## src/rtl/banco_registradores.sv

```systemverilog
// Parametrised register bank with in-place load/inc/dec/shift/rotate/clear,
// two combinational read ports and registered carry/zero flags.
module banco_registradores #(
    parameter int WIDTH = 8,
    parameter int DEPTH = 4,
    parameter int AW    = 2
) (
    input  logic             clk,
    input  logic             rst,
    input  logic             n_write,
    input  logic [2:0]       op,
    input  logic [AW-1:0]    addr_w,
    input  logic [WIDTH-1:0] d,
    input  logic             ser_in,
    input  logic [AW-1:0]    addr_a,
    input  logic [AW-1:0]    addr_b,
    output logic [WIDTH-1:0] s_a,
    output logic [WIDTH-1:0] s_b,
    output logic             carry,
    output logic             zero
);

    typedef enum logic [2:0] {
        OP_LOAD = 3'b000,
        OP_INC  = 3'b001,
        OP_DEC  = 3'b010,
        OP_SHL  = 3'b011,
        OP_SHR  = 3'b100,
        OP_CLR  = 3'b101,
        OP_ROL  = 3'b110,
        OP_ROR  = 3'b111
    } op_t;

    logic [WIDTH-1:0] regs [DEPTH];
    logic [WIDTH-1:0] cur;
    logic [WIDTH-1:0] res;
    logic             c_next;
    logic             hit;
    op_t              op_sel;

    assign op_sel = op_t'(op);

    // Address decode by comparison, so addresses >= DEPTH never index the array
    // and simply read as zero / write nothing.
    always_comb begin
        // NOTE: every output of a combinational block gets a default first so no latch is inferred.
        s_a = '0;
        s_b = '0;
        cur = '0;
        hit = 1'b0;
        for (int i = 0; i < DEPTH; i++) begin
            if (addr_a == AW'(i)) s_a = regs[i];
            if (addr_b == AW'(i)) s_b = regs[i];
            if (addr_w == AW'(i)) begin
                cur = regs[i];
                hit = 1'b1;
            end
        end
    end

    always_comb begin
        res    = cur;
        c_next = carry;
        case (op_sel)
            OP_LOAD: begin
                res    = d;
                c_next = 1'b0;
            end
            OP_INC:  {c_next, res} = {1'b0, cur} + (WIDTH+1)'(1);
            OP_DEC:  {c_next, res} = {1'b0, cur} - (WIDTH+1)'(1);
            OP_SHL:  {c_next, res} = {cur, ser_in};
            OP_SHR:  {res, c_next} = {ser_in, cur};
            OP_CLR: begin
                res    = '0;
                c_next = 1'b0;
            end
            OP_ROL:  {c_next, res} = {cur, cur[WIDTH-1]};
            OP_ROR:  {res, c_next} = {cur[0], cur};
            default: begin
                res    = cur;
                c_next = carry;
            end
        endcase
    end

    always_ff @(posedge clk) begin
        if (rst) begin
            // NOTE: the bank is a handful of flops whose zero state is architecturally visible, so each entry is reset.
            for (int i = 0; i < DEPTH; i++) regs[i] <= '0;
            carry <= 1'b0;
            zero  <= 1'b1;
        end else if (!n_write && hit) begin
            // NOTE: sequential state uses non-blocking assignments so all flops update from pre-edge values.
            for (int i = 0; i < DEPTH; i++) begin
                if (addr_w == AW'(i)) regs[i] <= res;
            end
            carry <= c_next;
            zero  <= (res == '0);
        end
    end

endmodule

```

## config.mk

```make
export PLATFORM = sky130hd
export DESIGN_NAME = banco_registradores
export DESIGN_NICKNAME = d
export VERILOG_FILES = /design/src/rtl/banco_registradores.sv
export SDC_FILE = /design/constraint.sdc
export NUM_CORES = 1
export LEC_CHECK = 0
export CAP_MARGIN = 20
export CORE_UTILIZATION = 30
export CTS_BUF_LIST = sky130_fd_sc_hd__clkbuf_4 sky130_fd_sc_hd__clkbuf_8
export DETAILED_ROUTE_END_ITERATION = 8
export PLACE_DENSITY = 0.62
export SLEW_MARGIN = 20
export SYNTH_ARGS = -nofsm -noshare
export SYNTH_HDL_FRONTEND = slang
export SYNTH_SLANG_ARGS = --single-unit
```

## constraint.sdc

```tcl
create_clock -name clk -period 2.85 [get_ports clk]
set_clock_uncertainty 0.1 [all_clocks]
set_input_delay 0.4275 -clock clk [delete_from_list [all_inputs] [get_ports clk]]
set_output_delay 0.4275 -clock clk [all_outputs]
set_load 0.01 [all_outputs]
```

==> impl_metrics.csv <==
group,metric,value,unit
run_status,status,"finished, final reports clean",
synth,synth_edf_count,32,
synth,synthTopCellsByCount,"nor2_1 (44), edfxtp_1 (32), mux4_2 (24), nand2_1 (17), clkbuf_1 (15)",
timing,fin_hold_ws,0.3668,ns
power_and_ir_drop,leakage,1.329,nW
critical_path,timing_worst_setup_path_type,"register to register",
synth,synth_cells,249,
critical_path,critical_path.endpoint_type,"register",
timing,hold_viol,0,
final_layout,layout.nets,343,
min_path,hp-start,"carry",
min_path,hold_class,"register to register",
critical_path,crit_start,"regs[3][0]",
synth,syn-cell-area,2616,sq um
detailed_routing,routed-via-count,2293,
cts,cts-hold-fix-buffers,0,
global_route,grt_pass1_vias,2249,
cts,cts_sinks,34,
power_and_ir_drop,power.density,456.7,nW/um^2
timing,setup_tns,0,ns
critical_path,cp_slowest_cell,"mux4_2",
synth,synth_warnings,0,
global_route,grt_antenna_before_repair,0,
synth,synth_fp_nets,272,
placed_design,io_buffers,38,
timing,slew_viol_final,0,
floorplanning,initial_utilization,31.37,%
global_route,grt_pass1_wl,11.81,mm
synth,synth.area.top_cells,"edfxtp_1 (37%), mux4_2 (21%), nor2_1 (6.3%)",
final_layout,area_delta_synth_final,37.45,%
synth,async_reset_ff_share,0,%
cts,clk_latency,0.30,ns
synth,synth-seq-cells,34,
run,drv_cap,0,
synth,syn_avg_cell_area,10.51,sq um
power_and_ir_drop,swShare,27.36,%
cts,cts_tree,"yes",
global_route,gr-usage-all-layers,17.63,%
critical_path,crit_buf_inv,2,
floorplanning,die_h,95.39,um
floorplanning,dieArea,9098,sq um
floorplanning,core.rowCount,33,
power_and_ir_drop,p_sw,0.4494,mW
detailed_routing,wl_per_cell,17.61,um
cts,cts_buffers,5,
synth,synth_top_area_share,36.73,%
detailed_routing,drt_iter0_drc,138,
synth,synthDistinctLibCells,51,
detailed_routing,drc,0,
critical_path,critPathTopFamily,"compound AO/OA/AOI/OAI gates",
final_layout,drive_gt1_share,30.22,%
critical_path,cp_cell_sequence,"mux4_2, inv_4, ha_4, inv_2, or4_1, a21oi_1, o21ai_1, o21a_1, and3_1, a41o_1",
timing,worstMarginPinSlew,0.4313,ns
synth,synth.largest_area_cell,"edfxtp_1",
detailed_routing,wl,7.501,mm
cts,cts_max_level,2,
power_and_ir_drop,finalPower,1.642,mW
placed_design,pre_cts_slack,-0.5806,ns
timing,slew_headroom,71.16,%
timing,rsz0062_at_grt,"false",
power_and_ir_drop,intPower,1.193,mW
timing,setup_viol,0,
timing,fin_ws,0.1292,ns
critical_path,cp_max_fo,3,
detailed_routing,postRouteAntennaNets,0,
power_and_ir_drop,p_seq_share,36.3,%
power_and_ir_drop,p_clk_share,32.9,%
placed_design,dpl.cell_count,417,
cts,root_buffer,"clkbuf_8",
timing,post-route-min-period,2.721,ns
global_route,grt_overflow,0,
power_and_ir_drop,p_comb_share,30.8,%
critical_path,r2r-start,"regs[3][0]",
floorplanning,num_io_pins,39,
critical_path,critPathRequiredTime,2.93,ns
detailed_routing,drt-pass1-iter-count,4,
power_and_ir_drop,peakVddDrop,0.3142,mV
timing,fmax,0.3675,GHz
synth,seq_area_frac_synth,38.26,%
final_layout,instances_no_fill,426,
cts,clk_pin_slew_worst_paths,0.07,ns
placed_design,hpwl,5.669,mm
global_route,grt_max_degree,13,
timing,min_period_over_period,95.47,%
critical_path,crit_arrival,2.80,ns
critical_path,critical-path-max-stage-delay,0.57,ns
floorplanning,die_w,95.39,um
final_layout,antenna_cells,0,
placed_design,finalWeightedCongestion,0.8689,
synth,synth.most_common_cell,"nor2_1",
synth,synth_ff_type,"edfxtp_1",
cts,clockBufferDepth,2,
critical_path,critPathLaunchType,"register",
floorplanning,core,8341,sq um
detailed_routing,vias_per_cell,5.383,
-- registers in the layout, summed over array words and instances (netlist names) --
register and count:
zero 1, carry 1, regs 32
-- per-layer routing --
metal | wire length (um) | global-route usage [%] | up-vias
met3 | 319 | 3.110 | 14
met2 | 3687 | 28.33 | 65
li1 | - | - | 1098
met5 | 0 | 0 | -
met1 | 3352 | 23.83 | 1116
met4 | 142 | 6.343 | 0
-- cell families (layout without fill, tap and decap cells) --
logic type               after synthesis  in the layout  synth area share (%)
AO/OA/AOI/OAI                         53             53                 14.06
XOR/XNOR                               7              7                 2.343
adder cells (fa/ha/maj)                2              2                0.9563
buffers and inverters                 28            100                 4.447
flip-flops                            34             34                 38.26
multiplexers                          26             26                 21.47
AND/OR/NAND/NOR                       99             99                 18.46
-- layout make-up --
type / instances / area, sq um
Clock buffer: 5 / 68.82
Timing Repair Buffer: 87 / 765.7
Inverter: 5 / 21.27
Fill cell: 806 / 4745
Multi-Input combinational cell: 187 / 1539
Clock inverter: 3 / 68.82
Tap cell: 105 / 131.4
Sequential cell: 34 / 1001
-- timing repair --
item,CTS,global route
gates resized for setup,6,7
endpoints found under the setup margin,30,18
gates cloned,0,0
setup buffers,1,0
pin swaps,0,3
-- cells in the final DEF, fill, tap and decap left out, types with 2 or more instances in the layout --
cell type,instances
and3_1,3
buf_6,3
bufinv_16,2
o21ai_0,12
a21o_1,3
nand3_1,9
nor2b_1,2
edfxtp_1,32
mux4_2,24
and3b_1,2
xnor2_1,6
or4_1,2
inv_1,3
a22oi_1,4
dfxtp_1,2
o21bai_1,2
clkdlybuf4s50_1,36
o21a_1,3
or3_1,2
or2_2,2
nor3_1,3
nor2_1,44
nand2b_1,5
buf_4,45
nor4_1,2
nand2_1,16
a21oi_1,8
o32ai_1,2
o211ai_1,3
o31ai_1,2
clkbuf_8,5
-- final timing paths --
kind / to / slack (ns) / cells past startpoint
worst max-delay path: zero / 0.13 / 10
worst min-delay path: carry / 0.37 / 2
worst max register to register: zero / 0.13 / 10
worst min register to register: carry / 0.37 / 2
-- power groups by stage --
stage	clock, mW	combinational (mW)	sequential, mW
floorplan	0	0.277	0.599
detailed placement	0	0.495	0.606
CTS	0.544	0.502	0.595
global route	0.565	0.550	0.598
finish	0.541	0.506	0.595
global placement	0	0.493	0.604
-- metrics by stage --
stage               utilization (%)  instance area [sq um]
finish                        43.11                   3596
global route                  43.11                   3596
CTS                           42.87                   3576
detailed placement            40.98                   3418
global placement              40.98                   3418
floorplan                         -                   2645
-- worst reg2reg max path: cells and delay by family, from the launching register on --
kind            cells  cell delay, ns
flops               1            0.43
fa+ha+maj           1            0.13
buf+inv             2            0.14
mux                 1            0.57
simple gates        2            0.62
compound gates      4            0.63
(Power assumes the default switching activity.)
